### src/rtl/program_loader_pkg.sv
`default_nettype none
// ----------------------------------------------------------------------------
// program_loader_pkg : shared state encoding and frame constants for the loader
// Revision: 1.0
// ----------------------------------------------------------------------------
package program_loader_pkg;

  typedef enum logic [2:0] {
    S_IDLE  = 3'd0,
    S_COUNT = 3'd1,
    S_HI    = 3'd2,
    S_LO    = 3'd3,
    S_WR    = 3'd4,
    S_CHECK = 3'd5,
    S_RUN   = 3'd6,
    S_FAIL  = 3'd7
  } state_t;

  localparam int WORD_BYTES = 2;
  localparam int MAX_WORDS  = 256;

endpackage
`default_nettype wire

### src/rtl/loader_checksum.sv
`default_nettype none
// ----------------------------------------------------------------------------
// loader_checksum : 8-bit XOR accumulator; clear together with en loads din
// Revision: 1.0
// ----------------------------------------------------------------------------
module loader_checksum (
  input  logic       CLK,
  input  logic       CLR,
  input  logic       clear,
  input  logic       en,
  input  logic [7:0] din,
  output logic [7:0] csum
);

  logic [7:0] r_acc;

  always_ff @(posedge CLK) begin
    if (CLR) begin
      r_acc <= 8'h00;
    end else if (clear) begin
      r_acc <= en ? din : 8'h00;
    end else if (en) begin
      r_acc <= r_acc ^ din;
    end
  end

  assign csum = r_acc;

endmodule
`default_nettype wire

### src/rtl/program_loader.sv
`default_nettype none
// ----------------------------------------------------------------------------
// program_loader : byte-stream boot loader writing a checksummed image to RAM
// Revision: 1.0
// ----------------------------------------------------------------------------
module program_loader
  import program_loader_pkg::*;
#(
  parameter int                ADDR_W     = 8,
  parameter int                DATA_W     = 16,
  parameter logic [ADDR_W-1:0] START_ADDR = '0
) (
  input  logic              CLK,
  input  logic              CLR,
  input  logic              START,
  input  logic [7:0]        RX_DATA,
  input  logic              RX_VALID,
  output logic              RX_READY,
  output logic              MEM_WE,
  output logic [ADDR_W-1:0] MEM_ADDR,
  output logic [DATA_W-1:0] MEM_DIN,
  output logic              CPU_NCLR,
  output logic              BUSY,
  output logic              DONE,
  output logic              ERR,
  output logic [8:0]        WORDS_LOADED
);

  state_t            r_state;
  state_t            w_state_nxt;
  logic [ADDR_W-1:0] r_addr;
  logic [DATA_W-1:0] r_din;
  logic [7:0]        r_hi;
  logic [8:0]        r_remaining;
  logic [8:0]        r_words;
  logic [7:0]        w_csum;
  logic              w_rx_ready;
  logic              w_accept;
  logic              w_csum_en;

  assign w_rx_ready = (r_state == S_COUNT) || (r_state == S_HI) ||
                      (r_state == S_LO)    || (r_state == S_CHECK);
  // A START in the same cycle as a byte drops that byte.
  assign w_accept   = RX_VALID & w_rx_ready & ~START;
  assign w_csum_en  = w_accept & (r_state != S_CHECK);

  loader_checksum u_checksum (
    .CLK   (CLK),
    .CLR   (CLR),
    .clear (START | (r_state == S_COUNT)),
    .en    (w_csum_en),
    .din   (RX_DATA),
    .csum  (w_csum)
  );

  always_ff @(posedge CLK) begin
    if (CLR) begin
      r_state <= S_IDLE;
    end else begin
      r_state <= w_state_nxt;
    end
  end

  always_comb begin
    w_state_nxt = r_state;
    if (START) begin
      w_state_nxt = S_COUNT;
    end else begin
      case (r_state)
        S_COUNT: if (w_accept) w_state_nxt = S_HI;
        S_HI:    if (w_accept) w_state_nxt = S_LO;
        S_LO:    if (w_accept) w_state_nxt = S_WR;
        S_WR:    w_state_nxt = (r_remaining == 9'd1) ? S_CHECK : S_HI;
        S_CHECK: if (w_accept) w_state_nxt = (RX_DATA == w_csum) ? S_RUN : S_FAIL;
        default: w_state_nxt = r_state;
      endcase
    end
  end

  always_ff @(posedge CLK) begin
    if (CLR) begin
      r_addr      <= START_ADDR;
      r_din       <= '0;
      r_hi        <= 8'h00;
      r_remaining <= 9'd0;
      r_words     <= 9'd0;
    end else if (START) begin
      r_words <= 9'd0;
    end else begin
      case (r_state)
        S_COUNT: if (w_accept) begin
          r_remaining <= (RX_DATA == 8'h00) ? 9'(MAX_WORDS) : {1'b0, RX_DATA};
          r_addr      <= START_ADDR;
        end
        S_HI: if (w_accept) r_hi <= RX_DATA;
        S_LO: if (w_accept) r_din <= DATA_W'({r_hi, RX_DATA});
        S_WR: begin
          // Address wraps modulo the RAM depth.
          r_addr      <= r_addr + ADDR_W'(1);
          r_words     <= r_words + 9'd1;
          r_remaining <= r_remaining - 9'd1;
        end
        default: ;
      endcase
    end
  end

  assign RX_READY     = w_rx_ready;
  assign MEM_WE       = (r_state == S_WR);
  assign MEM_ADDR     = r_addr;
  assign MEM_DIN      = r_din;
  assign CPU_NCLR     = (r_state == S_RUN);
  assign DONE         = (r_state == S_RUN);
  assign ERR          = (r_state == S_FAIL);
  assign BUSY         = w_rx_ready | (r_state == S_WR);
  assign WORDS_LOADED = r_words;

endmodule
`default_nettype wire

### config.mk
export PLATFORM = sky130hd
export DESIGN_NAME = program_loader
export DESIGN_NICKNAME = d
export VERILOG_FILES = /design/src/rtl/program_loader_pkg.sv /design/src/rtl/loader_checksum.sv /design/src/rtl/program_loader.sv
export SDC_FILE = /design/constraint.sdc
export NUM_CORES = 1
export LEC_CHECK = 0
export CAP_MARGIN = 20
export CORE_MARGIN = 5
export CORE_UTILIZATION = 47
export DETAILED_ROUTE_END_ITERATION = 16
export PLACE_DENSITY = 0.72
export SLEW_MARGIN = 20
export SYNTH_ARGS = -nofsm -noshare
export SYNTH_HDL_FRONTEND = slang
export SYNTH_SLANG_ARGS = --single-unit
### constraint.sdc
create_clock -name CLK -period 1.55 [get_ports CLK]
set_input_delay 0.31 -clock CLK [delete_from_list [all_inputs] [get_ports CLK]]
set_output_delay 0.31 -clock CLK [all_outputs]
set_load 0.02 [all_outputs]
==> impl_results.md, run 1 <==
* Synthesized net count at between 300 and 400
* Final instance area at between 0.004 and 0.005 mm²
* Asr flop ratio synth at 0%
* Largest net degree at the start of global routing at 25
* Hold buffers post-CTS at 0
* Tmin final at ~1.7 ns
* Number of global-route vias before repair at approximately 2800
* Initial cell density of the core at 48.76%
* Fin crit share at 108.9%
* Post-Place Cell Area at 0.003804 mm²
* Reg2Reg Capture Point: r_state[2]
* EDFF count, synth at 0
* CTS sink cnt at a little over 60
* Kind of critical path: reg -> out
* Die width at between 80 and 90 µm
* Area Growth Syn to Fin at 48.43%
* Reg-to-reg setup timing slack at -0.10 ns
* Commonest cells after routing, fill and taps aside: nand2_1, dfxtp_1, buf_4
* Slew Viols, Final at 0
* Total of max-cap violations at 0
* DRC at 0
* Most common cell after layout, fill and taps aside: nand2_1
* Clock tree buffer depth at 2
* Setup-failing EPs final at 24
* WP data arrival at ~1.4 ns
* Dominant synthesized flop cell: dfxtp_1
* Core box area at between 0.005 and 0.006 mm²
* FMAX at approximately 590 MHz
* Largest stage delay, worst path at 0.39 ns
* Min-delay worst type: reg -> reg
* Die Span Y at slightly below 90 µm
* Final WL at between 8000 and 9000 µm
* P per Cell Area at ~900 mW/mm²
* Fin nets at a little under 500
* Layout cells sized above 1 at around 27%
* Element type at the critical path start: register
* CP max-delay cell: or3b_4
* Slew @ Worst Pin at ~0.35 ns
* Mapped Cells at between 300 and 400
* Clk slew on worst S/H paths at approximately 0.07 ns
* Gpl congestion at between 0.8 and 0.9
* Iter 0 DRT Violations at ~230
* Worst hold stages at 2
* Avg Inst Size Synth at just under 8 µm²
* Remaining antenna violation count at 0
* Worst Hold End: MEM_DIN[15]
* Synth warnings at 0
* R2R Path Start: r_state[1]
* Setup TNS at -1.322 ns
* PnR worst setup slack at -0.1383 ns
* Final Skew at 0.004128 ns
* Antenna violations before repair at 0
* Fin. Hold Viols at 0
* Peak VDD IR at 0.0005665 V
* Synth cell types at 40
* Row cnt at 28
* Status: finished with violations
* I/O pin total at 51
* Worst-path cell chain: or3b_4 -> inv_4 -> or2_4 -> buf_6
* Sequential fraction of the synthesis area at about 42%
* Wire per inst at 15.73 µm
* CTS buffer count at 9
* First-pass GRT wire length at about 13000 µm
* CP Max Fanout at 4
* TritonCTS clock tree: done
* Pre-antenna DRT Iters at 4
* Clock Latency Late Sink at 0.35 ns
* Total Routing Usage GR at 21.68%
* Leak at 1.873 nW
* WP data required at roughly 1.2 ns
* Critical Path End Type: primary output
* Max-slew headroom at roughly 77%
* DR vias at about 3000
* N_diodes at 0
* Post-Syn Area at 0.002904 mm²
* Worst Hold Launch: MEM_DIN[15]
* Clock root cell: clkbuf_8
* Detailed Place HPWL at ~5700 µm
* H-tree lvl count at 3
* Worst Reg-to-Reg Cells at 8
* Vias per cell at 5.455
* Failing checks: negative setup slack
* Flops & latches, synth at 61
* Unrepaired setup endpoints after global routing: true
* IO Port Bufs at 50
* Die area at 0.007851 mm²
* Grt ovf at 0
==> layout make-up <==
class	count	area (µm²)
multi-input combinational	276	1773
fill	491	1645
sequential	61	1224
timing repair buffer	107	937.1
clock buffer	12	145.1
clock inverter	4	95.09
tap	75	93.84
inverter	10	42.54
==> cells in the mapped netlist, types with 2 or more instances <==
cell      count  area, µm²
a31oi_1       2      12.51
and3_1        5      31.28
xor2_1       18      157.7
nor2b_1       3      18.77
inv_1         9      33.78
mux2i_1       9      90.09
nor3_2        2      20.02
nand2b_1      2      12.51
a22oi_1       2      15.01
and2_1        2      12.51
or3_1         2      12.51
dfxtp_1      61       1221
buf_4         2      15.01
buf_2         8      40.04
nor2_1       41      153.9
a21oi_1      38      190.2
nor4_1        7      43.79
or2_2         2      12.51
clkbuf_1      9      33.78
and4_1        2      17.52
ha_1          5      62.56
o21ai_0      15      75.07
nand2_1      73      274.0
xnor2_1      10      87.58
nand4_1       2      12.51
nor3_1        5      25.02
a22o_1        3      26.28
a21o_1        4      30.03
nand3_1      11      55.05
a32oi_1       2      17.52
==> worst max path at each step <==
stage	startpoint	endpoint	cells after the start
global route	r_state[1]	r_state[2]	8
floorplan	r_state[1]	DONE	4
CTS	r_state[1]	BUSY	5
global placement	START	r_state[2]	6
finish	r_state[0]	BUSY	4
detailed placement	START	r_state[2]	6
==> metal layers <==
metal  up-vias  track usage (%)  share of wire [%]
li1       1441                -                  -
met1      1430            28.29                 42
met2        85            35.28                 50
met3        17            4.190                6.0
met4         0            8.791                1.7
met5         -                0                  0
==> metrics by stage <==
stage	cells	hold slack [ns]	utilization, %	worst slack [ns]	power (mW)
floorplan	366	0.4316	-	-0.01871	1.830
global placement	520	0.4457	63.87	-0.2690	2.030
detailed placement	520	0.4496	63.87	-0.3421	2.038
CTS	537	0.4565	67.63	-0.1927	3.766
global route	545	0.4791	72.37	-0.1894	3.943
finish	545	0.4558	72.37	-0.1383	3.821
==> critical path: cells and delay by family (launching register included) <==
family                 cells  cell delay [ns]
flip-flops                 1             0.34
buffers and inverters      2             0.18
AND/OR/NAND/NOR            2             0.50
==> power by group <==
part	internal, mW	switching, mW
Sequential	1.59	0.0168
Combinational	0.223	0.256
Clock	1.11	0.626
==> state kept, by name, indices dropped and copies added, names as in the netlist <==
name / cells
MEM_ADDR: 8
MEM_DIN: 16
WORDS_LOADED: 9
r_hi: 8
r_remaining: 9
r_state: 3
u_checksum.csum: 8
==> what timing repair did <==
item,CTS,global route
setup buffers,1,6
pin swaps,0,19
endpoints found under the setup margin,63,60
cloned,0,2
gates resized for setup,68,65
==> kinds of logic after synthesis <==
| group | Yosys count | share of synthesized area (%) |
|---|---|---|
| and+or+nand+nor | 162 | 25.51 |
| AOI/OAI and AO/OA | 72 | 14.39 |
| DFF | 61 | 42.05 |
| buffers and inverters | 29 | 4.351 |
| xor gates and xnor gates | 28 | 8.444 |
| muxes | 9 | 3.102 |
| adders and majority gates | 5 | 2.154 |
(Power assumes the default switching activity.)
==> run 2, diff against run 1 <==
--- a/config.mk
+++ b/config.mk
@@ -9,6 +9,7 @@
 export CORE_MARGIN = 5
 export CORE_UTILIZATION = 47
 export DETAILED_ROUTE_END_ITERATION = 16
+export HOLD_SLACK_MARGIN = 0.12
 export PLACE_DENSITY = 0.72
 export SLEW_MARGIN = 20
 export SYNTH_ARGS = -nofsm -noshare
==> results of run 2 <==
No change in the layout: final DEF, timing and power equal those of run 1.
